==> src/rtl/seq_fixdiv_unit.sv <==
// rtl/seq_fixdiv_unit.sv - sequential restoring fixed-point divider with signed/unsigned mode
module seq_fixdiv_unit #(
  parameter int WIDTH    = 16,
  parameter int FRAC     = 8,
  parameter int SATURATE = 1
) (
  input  logic             clk,
  input  logic             sclr,
  input  logic             start,
  input  logic             is_signed,
  input  logic [WIDTH-1:0] a_in,
  input  logic [WIDTH-1:0] b_in,
  output logic             busy,
  output logic             valid,
  output logic             dvz,
  output logic             ovf,
  output logic [WIDTH-1:0] q_out,
  output logic [WIDTH-1:0] r_out
);

  localparam int N  = WIDTH + FRAC;
  localparam int CW = $clog2(N + 1);

  // Quotient magnitude limits, widened by one bit so the compares never wrap
  localparam logic [N:0] ONE_X = 1;
  localparam logic [N:0] U_MAX = (ONE_X << WIDTH) - ONE_X;
  localparam logic [N:0] S_POS = (ONE_X << (WIDTH - 1)) - ONE_X;
  localparam logic [N:0] S_NEG = ONE_X << (WIDTH - 1);

  localparam logic [WIDTH-1:0] SAT_SMIN = {1'b1, {(WIDTH-1){1'b0}}};
  localparam logic [WIDTH-1:0] SAT_SMAX = {1'b0, {(WIDTH-1){1'b1}}};

  typedef enum logic [2:0] {
    S_IDLE, S_LOAD, S_ITER, S_FIX, S_DONE, S_ERR
  } state_t;

  state_t           state_q, state_d;
  logic [WIDTH-1:0] a_q, a_d;
  logic [WIDTH-1:0] b_q, b_d;
  logic             sgn_q, sgn_d;
  logic [WIDTH-1:0] magb_q, magb_d;
  logic [N-1:0]     d_q, d_d;
  logic [WIDTH-1:0] rem_q, rem_d;
  logic [N-1:0]     qm_q, qm_d;
  logic [CW-1:0]    cnt_q, cnt_d;
  logic             ovf_flag_q, ovf_flag_d;
  logic [WIDTH-1:0] q_out_q, q_out_d;
  logic [WIDTH-1:0] r_out_q, r_out_d;

  logic [WIDTH-1:0] mag_a;
  logic [WIDTH:0]   rem_sh;
  logic [WIDTH:0]   rem_sub;
  logic             qbit;
  logic             neg;
  logic             over;
  logic [N:0]       qm_ext;
  logic [WIDTH-1:0] qm_lo;

  // State and datapath registers; sclr discards any operation in flight
  always_ff @(posedge clk) begin
    if (sclr) begin
      state_q    <= S_IDLE;
      a_q        <= '0;
      b_q        <= '0;
      sgn_q      <= 1'b0;
      magb_q     <= '0;
      d_q        <= '0;
      rem_q      <= '0;
      qm_q       <= '0;
      cnt_q      <= '0;
      ovf_flag_q <= 1'b0;
      q_out_q    <= '0;
      r_out_q    <= '0;
    end else begin
      state_q    <= state_d;
      a_q        <= a_d;
      b_q        <= b_d;
      sgn_q      <= sgn_d;
      magb_q     <= magb_d;
      d_q        <= d_d;
      rem_q      <= rem_d;
      qm_q       <= qm_d;
      cnt_q      <= cnt_d;
      ovf_flag_q <= ovf_flag_d;
      q_out_q    <= q_out_d;
      r_out_q    <= r_out_d;
    end
  end

  // Next-state, restoring-division step, result fix-up and status outputs
  always_comb begin
    state_d    = state_q;
    a_d        = a_q;
    b_d        = b_q;
    sgn_d      = sgn_q;
    magb_d     = magb_q;
    d_d        = d_q;
    rem_d      = rem_q;
    qm_d       = qm_q;
    cnt_d      = cnt_q;
    ovf_flag_d = ovf_flag_q;
    q_out_d    = q_out_q;
    r_out_d    = r_out_q;
    mag_a      = '0;
    rem_sh     = '0;
    rem_sub    = '0;
    qbit       = 1'b0;
    neg        = 1'b0;
    over       = 1'b0;
    qm_ext     = '0;
    qm_lo      = '0;
    busy       = (state_q != S_IDLE);
    valid      = (state_q == S_DONE) && !ovf_flag_q;
    ovf        = (state_q == S_DONE) && ovf_flag_q;
    dvz        = (state_q == S_ERR);

    case (state_q)
      S_IDLE: begin
        if (start) begin
          a_d        = a_in;
          b_d        = b_in;
          sgn_d      = is_signed;
          q_out_d    = '0;
          r_out_d    = '0;
          ovf_flag_d = 1'b0;
          state_d    = S_LOAD;
        end
      end
      S_LOAD: begin
        if (b_q == '0) begin
          state_d = S_ERR;
        end else begin
          // Magnitudes are WIDTH-bit unsigned so the most negative value maps cleanly
          mag_a   = (sgn_q && a_q[WIDTH-1]) ? -a_q : a_q;
          magb_d  = (sgn_q && b_q[WIDTH-1]) ? -b_q : b_q;
          d_d     = N'(mag_a) << FRAC;
          rem_d   = '0;
          qm_d    = '0;
          cnt_d   = CW'(N);
          state_d = S_ITER;
        end
      end
      S_ITER: begin
        rem_sh = {rem_q, d_q[N-1]};
        if (rem_sh >= {1'b0, magb_q}) begin
          rem_sub = rem_sh - {1'b0, magb_q};
          rem_d   = rem_sub[WIDTH-1:0];
          qbit    = 1'b1;
        end else begin
          rem_d   = rem_sh[WIDTH-1:0];
        end
        d_d   = d_q << 1;
        qm_d  = {qm_q[N-2:0], qbit};
        cnt_d = cnt_q - CW'(1);
        if (cnt_q == CW'(1)) begin
          state_d = S_FIX;
        end
      end
      S_FIX: begin
        neg    = sgn_q && (a_q[WIDTH-1] ^ b_q[WIDTH-1]);
        qm_ext = {1'b0, qm_q};
        qm_lo  = qm_q[WIDTH-1:0];
        if (sgn_q) begin
          over = neg ? (qm_ext > S_NEG) : (qm_ext > S_POS);
        end else begin
          over = (qm_ext > U_MAX);
        end
        if (over) begin
          ovf_flag_d = 1'b1;
          r_out_d    = '0;
          if (SATURATE != 0) begin
            q_out_d = sgn_q ? (neg ? SAT_SMIN : SAT_SMAX) : '1;
          end else begin
            q_out_d = '0;
          end
        end else begin
          q_out_d = neg ? -qm_lo : qm_lo;
          r_out_d = (sgn_q && a_q[WIDTH-1]) ? -rem_q : rem_q;
        end
        state_d = S_DONE;
      end
      S_DONE:  state_d = S_IDLE;
      S_ERR:   state_d = S_IDLE;
      default: state_d = S_IDLE;
    endcase
  end

  assign q_out = q_out_q;
  assign r_out = r_out_q;

endmodule
==> config.mk <==
export PLATFORM = sky130hd
export DESIGN_NAME = seq_fixdiv_unit
export DESIGN_NICKNAME = d
export VERILOG_FILES = /design/src/rtl/seq_fixdiv_unit.sv
export SDC_FILE = /design/constraint.sdc
export NUM_CORES = 1
export LEC_CHECK = 0
export CORE_MARGIN = 2
export CORE_UTILIZATION = 50
export DETAILED_ROUTE_END_ITERATION = 16
export GPL_TIMING_DRIVEN = 0
export PLACE_DENSITY = 0.83
export SLEW_MARGIN = 20
export SYNTH_ARGS = -nofsm -noshare
export SYNTH_HDL_FRONTEND = slang
export SYNTH_SLANG_ARGS = --single-unit
==> constraint.sdc <==
create_clock -name clk -period 3.61 [get_ports clk]
set_input_delay 0.722 -clock clk [delete_from_list [all_inputs] [get_ports clk]]
set_output_delay 0.722 -clock clk [all_outputs]
set_load 0.05 [all_outputs]
==> results of run 1 <==
[power by group]
group / internal [mW] / switching, mW / total [mW]
Combinational: 1.53 / 2.45 / 3.98
Sequential: 1.89 / 0.304 / 2.19
Clock: 1.01 / 0.652 / 1.66
Total: 4.42 / 3.40 / 7.83
[worst max path at each step]
stage                     to  slack, ns
floorplan           rem_q[0]       1.28
global placement    rem_q[7]       0.79
detailed placement  rem_q[7]       0.73
CTS                    valid       0.64
global route        rem_q[0]       0.38
finish                 valid       0.60
[Yosys cell counts (all sizes together) (2+ instances only)]
cell / count
nand2: 143
nand2b: 5
a222oi: 6
nand3b: 2
nor3: 20
a22oi: 22
or4: 7
o211ai: 3
ha: 22
xor2: 29
a31oi: 8
and2: 7
and3: 4
a21o: 6
a221oi: 13
o311ai: 7
a211oi: 15
a21oi: 98
a41oi: 3
xnor2: 29
a211o: 2
dfxtp: 146
nor4b: 2
o41ai: 5
mux2i: 2
buf: 13
nor3b: 3
or2: 3
a311oi: 2
nand3: 33
clkbuf: 44
nor4: 7
or3: 10
inv: 46
nor2b: 4
o21ai: 42
o31ai: 11
a22o: 10
nor2: 98
[kinds of logic after synthesis]
group | after synthesis | synth area share, %
fa+ha+maj | 23 | 3.95
compound gates | 258 | 22.7
xor+xnor | 58 | 6.79
buf+inv | 103 | 5.80
flops | 146 | 39.1
mux | 2 | 0.268
simple gates | 352 | 21.4
[final cells by class]
cell class	instances	share of cell area, %
inverters	46	1.93
clock inverters	6	0.614
repair buffers	70	7.82
plain buffers	57	2.92
flip-flops and latches	146	32.6
well taps	184	2.57
clock buffers	24	5.48
multi-input cells	693	46.1
[registers in the layout (all words and copies together), names as in the netlist]
signal      count
qm_q           24
ovf_flag_q      1
rem_q          16
d_q            16
state_q         3
a_q            16
q_out          16
r_out          16
magb_q         16
cnt_q           5
b_q            16
sgn_q           1
[worst max-delay path, cell delays in order, from the launching register on]
cell and delay [ns]:
dfxtp_1 0.30, clkbuf_1 0.23, nor2_1 0.23, nand2_1 0.07
nor2_1 0.18, clkdlybuf4s50_1 0.84
[metal layers]
layer / track usage (%) / vias up
li1: - / 3489
met1: 31.9 / 3365
met2: 40.0 / 235
met3: 4.81 / 42
met4: 10.7 / 0
met5: 0 / -
[through the flow]
step	area [um2]	hold WS [ns]
final	8960	0.442
after global placement	8410	0.437
after floorplan	7480	0.432
after CTS	8960	0.448
after detailed placement	8420	0.441
after global routing	8960	0.474
==> results.md, run 1 <==
- Total chip power: 7.83 mW
- WL met3: 1180 um
- Slew of the pin with the lowest slew margin: 0.887 ns
- Number of synthesized flops with an enable pin: 0
- Critical path peak fanout: 10
- Reg2reg start: rem_q[2]
- Drt total wl: 19,700 um
- Register Area: 2920 um2
- Starting Density: 51.3%
- Pwr Density: 873 nW/um2
- Post-synth top area cell: dfxtp_1
- Netlist cell types: 60
- Synth area leaders: dfxtp_1, nand2_1, a21oi_1
- Fin cells: 1,226
- Cts bufs inserted: 17
- # IOs: 72
- Detail Placement HPWL: 14,400 um
- Metal2 WL: 9400 um
- Startpoint Class: register
- WS Path Type: register to output pin
- Dpl cells: 1,196
- Synth Flop Type: dfxtp_1
- Clk slew on worst S/H paths: 0.06 ns
- Overall routing resource usage: 24.6%
- Fraction of registers with async set or reset after synthesis: 0%
- Hold path depth: 2
- Initial antenna violation count: 0
- Hold Startpoint: q_out[15]
- Warnings from Yosys: 0
- Post-CTS resize count: 0
- Synthesized instance count: 942
- First-pass GRT wire length: 31,700 um
- Share of the synthesized area in the top cell type: 39.1%
- Netlist Area Pre-Place: 7480 um2
- Die ar.: 16,000 um2
- Highest routed metal layer: met4
- CORE AREA: 14,600 um2
- Number of global-route vias before repair: 6,536
- Setup TNS: 0 ns
- Status: finished, final reports clean
- Most frequent cells in the layout: dfxtp_1, nand2_1, a21oi_1
- Synth Register Bits: 146
- Fin crit share: 83.4%
- Overflow after GRT: 0
- HP Class: register to register
- Area delta synth->final: 19.8%
- Final ANT Viol Nets: 0
- Share of layout cells above drive strength 1: 5.57%
- Core Util, Final: 61.4%
- Die X: 126 um
- Fill count: 1,261
- FF-to-FF setup slack: 0.63 ns
- RSZ-0062 raised after global routing: no
- Max Cap Viol: 0
- Commonest non-fill, non-tap cell in the layout: dfxtp_1
- Clk root buf: clkbuf_16
- Antenna diodes: 0
- Cts hold-fix bufs: 0
- Worst skew pair latency: 0.43 ns
- CTS sink count: 146
- Syn Area/Cell: 7.94 um2
- Critical Path Start: state_q[1]
- I/O Buffers: 70
- Minimum clock period: 3.01 ns
- CP Data Required Time: 2.89 ns
- Clock Path Buffers: 2
- Rows: 44
- DIE HEIGHT: 126 um
- # Post-CTS Setup Buffers: 0
- P_leak: 3.37 nW
- Max Clock Skew: 0.00928 ns
- CP endpoint kind: output pin
- Initial DRC count: 562
- Fin. Hold Viols: 0
- Fmax: 332 MHz
- Via count: 7,131
- Setup Viol. Count Final: 0
- Worst Hold End: q_out[15]
- Drt wl/cell: 16.1 um
- Reg2reg end: rem_q[0]
- Largest net degree at the start of global routing: 17
- Crit path DAT: 2.29 ns
- Nets: 1,090
- Final Max Slew Viols: 0
- Syn nets: 1,001
- Residual DRC count: 0
- Pre-antenna DRT Iters: 5
- Pre-CTS setup slack: 0.729 ns
- Reg2Reg Depth: 8
- Final Worst Setup Slack: 0.599 ns
- H-Tree Level Count: 4
- RD Place Congestion: 0.918
- WL met1: 8530 um
- CTS tree: done
- Max IR drop VDD: 0.549 mV
- Slew HR: 40.6%
- Register area share after synthesis: 39.1%
- Multi-input gate area in the final layout: 4130 um2
- Vias/cell: 5.82
Note: power is estimated with default switching activity, not from simulation.
==> run 2: changes to the inputs <==
Clock period 3.61 ns to 2.79 ns, I/O delays scaled along.
==> run 2 against run 1 <==
Global-route usage is 0.099 points higher. Routed wire length is 0.73% higher. Final cell count hardly changed. Die area stayed put. Clock skew is 0.0018 ns lower. Sequential cell count stayed put. Clock power is 29% higher. Combinational power is 35% higher. Sequential share of layout area is 0.23 points lower. Clock-buffer cell count stayed put. Highest routed layer unchanged.
==> results.md, run 2 (synthesized netlist as in run 1, its figures left out) <==
- Status: finished, final reports clean (unchanged)
- Starting Density: 51.3% (unchanged)
- RSZ-0062 raised after global routing: yes (was no)
- Initial antenna violation count: 0 (unchanged)
- Final ANT Viol Nets: 0 (unchanged)
- # IOs: 72 (unchanged)
- Core Util, Final: 61.9% (was 61.4%)
- Worst skew pair latency: 0.42 ns (was 0.43 ns)
- Minimum clock period: 2.67 ns
- Overflow after GRT: 0 (unchanged)
- Hold path depth: 2 (unchanged)
- Share of layout cells above drive strength 1: 6.72% (was 5.57%)
- Hold slack: 0.442 ns (about the same)
- Top reg by flops: qm_q (unchanged)
- Max reg flops: 24 (unchanged)
- Critical path peak fanout: 10 (unchanged)
- H-Tree Level Count: 4 (unchanged)
- Highest routed metal layer: met4 (unchanged)
- CP Data Required Time: 3.11 ns (was 2.89 ns)
- Via count: 7,161 (was 7,131)
- Die ar.: 16,000 um2 (unchanged)
- Fill count: 1,245 (was 1,261)
- Number of global-route vias before repair: 6,580 (was 6,536)
- P_leak: 3.43 nW (was 3.37 nW)
- Drt total wl: 19,900 um (was 19,700 um)
- Overall routing resource usage: 24.7% (was 24.6%)
- CORE AREA: 14,600 um2 (unchanged)
- Pwr Density: 1150 nW/um2 (was 873 nW/um2)
- Reg2Reg Depth: 9 (was 8)
- Crit-path cells: inv_1 -> ha_1 -> or4b_1 -> nor2_1 -> a41oi_1 -> clkbuf_2 -> nand2_1 -> o311ai_0 -> a22o_1 (was clkbuf_1 -> nor2_1 -> nand2_1 -> nor2_1 -> clkdlybuf4s50_1)
- Commonest non-fill, non-tap cell in the layout: dfxtp_1 (unchanged)
- Startpoint Class: register (unchanged)
- Slew HR: 46.8% (was 40.6%)
- Fmax: 374 MHz
- Setup TNS: 0 ns (unchanged)
- Cts bufs inserted: 17 (unchanged)
- Clk slew on worst S/H paths: 0.06 ns (about the same)
- FF-to-FF setup slack: 0.12 ns (was 0.63 ns)
- Antenna diodes: 0 (unchanged)
- Largest net degree at the start of global routing: 17 (unchanged)
- CP endpoint kind: register (was output pin)
- WL met3: 1230 um (was 1180 um)
- Max Clock Skew: 0.00751 ns (was 0.00928 ns)
- First-pass GRT wire length: 31,900 um (was 31,700 um)
- Area delta synth->final: 20.7% (was 19.8%)
- Vias/cell: 5.85 (was 5.82)
- CTS sink count: 146 (unchanged)
- Residual DRC count: 0 (unchanged)
- Setup Viol. Count Final: 0 (unchanged)
- Slowest cell on crit path: or4b_1 (was clkdlybuf4s50_1)
- Initial DRC count: 633 (was 562)
- Rows: 44 (unchanged)
- Multi-input gate area in the final layout: 4190 um2 (was 4130 um2)
- Reg2reg end: q_out[8] (was rem_q[0])
- Clock Path Buffers: 2 (unchanged)
- Slew of the pin with the lowest slew margin: 0.793 ns (was 0.887 ns)
- Drt wl/cell: 16.2 um (was 16.1 um)
- Register Area: 2920 um2 (about the same)
- Fin. Hold Viols: 0 (unchanged)
- DIE HEIGHT: 126 um (unchanged)
- Max Cap Viol: 0 (unchanged)
- Hold Startpoint: q_out[15] (unchanged)
- Worst Hold End: q_out[15] (unchanged)
- Fin crit share: 95.9%
- I/O Buffers: 70 (unchanged)
- Crit path DAT: 2.99 ns (was 2.29 ns)
- WS Path Type: register to register (was register to output pin)
- Max IR drop VDD: 0.705 mV (was 0.549 mV)
- Die X: 126 um (unchanged)
- Most frequent cells in the layout: dfxtp_1, nand2_1, a21oi_1 (unchanged)
- WL met1: 8600 um (was 8530 um)
- HP Class: register to register (unchanged)
- Total chip power: 10.4 mW (was 7.83 mW)
- Metal2 WL: 9400 um (about the same)
- Reg2reg start: qm_q[0] (was rem_q[2])
- Final Max Slew Viols: 0 (unchanged)
- Clk root buf: clkbuf_16 (unchanged)
- Detail Placement HPWL: 14,400 um (unchanged)
- Pre-antenna DRT Iters: 8 (was 5)
- Nets: 1,089 (was 1,090)
- RD Place Congestion: 0.918 (unchanged)
- Max incr delay on CP: 0.53 ns (was 0.84 ns)
- CTS tree: done (unchanged)
- Cts hold-fix bufs: 0 (unchanged)
[run 2: cell count changes in the layout (fill, tap and decap cells not counted), sizes merged]
| cell | delta |
|---|---|
| buf | -1 |
| dlymetal6s2s | +2 |
| dlygate4sd2 | +2 |
| clkdlybuf4s50 | -4 |
[run 2: final cells by class]
cell class,count,area share (%)
sequential,146,32.4
tap,184,2.55
inverter,46,1.91
multi-input combinational,693,46.4
buffer,56,2.90
timing repair buffer,70,7.79
clock inverter,6,0.610
clock buffer,24,5.44
[run 2: worst max-delay path by stage]
stage                    start   endpoint  slack, ns  cells after the start
finish                 qm_q[0]   q_out[8]       0.12                      9
floorplan             rem_q[0]   rem_q[0]       0.46                     10
global route           qm_q[0]  q_out[14]      -0.03                      9
CTS                 state_q[1]        ovf       0.03                      4
detailed placement    rem_q[2]   rem_q[7]      -0.09                      8
global placement      rem_q[2]   rem_q[7]      -0.03                      8
[run 2: report_power, final]
part           total (mW)  switching (mW)  internal (mW)
combinational        5.39            3.32           2.07
sequential           2.84           0.394           2.44
clock                2.14           0.841           1.30
[run 2: metrics by stage]
step / worst slack [ns] / area, um2 / cells
2_1_floorplan: 0.456 / 7480 / 942
3_3_place_gp: -0.0286 / 8410 / 1196
3_5_place_dp: -0.0913 / 8420 / 1196
4_1_cts: 0.0324 / 8990 / 1226
5_1_grt: -0.0281 / 9030 / 1225
6_report: 0.115 / 9030 / 1225
[run 2: what timing repair did]
item | in CTS | in global routing
buffers inserted | 0 | 0
endpoints found under the hold margin | 0 | 0
pin swaps | 0 | 1
setup endpoints to repair | 12 | 31
gates resized for setup | 7 | 14
[run 2: critical path: cells and delay by family, from the launching register on]
kind            cells  cell delay, ns
simple gates        3            0.96
compound gates      3            0.68
flops               1            0.38
buf+inv             2            0.36
fa+ha+maj           1            0.19
[run 2: layer usage]
| layer | vias to the layer above | GRT usage, % |
|---|---|---|
| met3 | 49 | 4.81 |
| met5 | - | 0 |
| li1 | 3490 | - |
| met4 | 0 | 10.7 |
| met2 | 259 | 40.4 |
| met1 | 3363 | 31.9 |
==> run 3: changes to the inputs <==
Settings changed: ABC_CLOCK_PERIOD_IN_PS set to 2790.
==> results of run 3 <==
Final layout, timing and power as in run 2 (identical DEF).
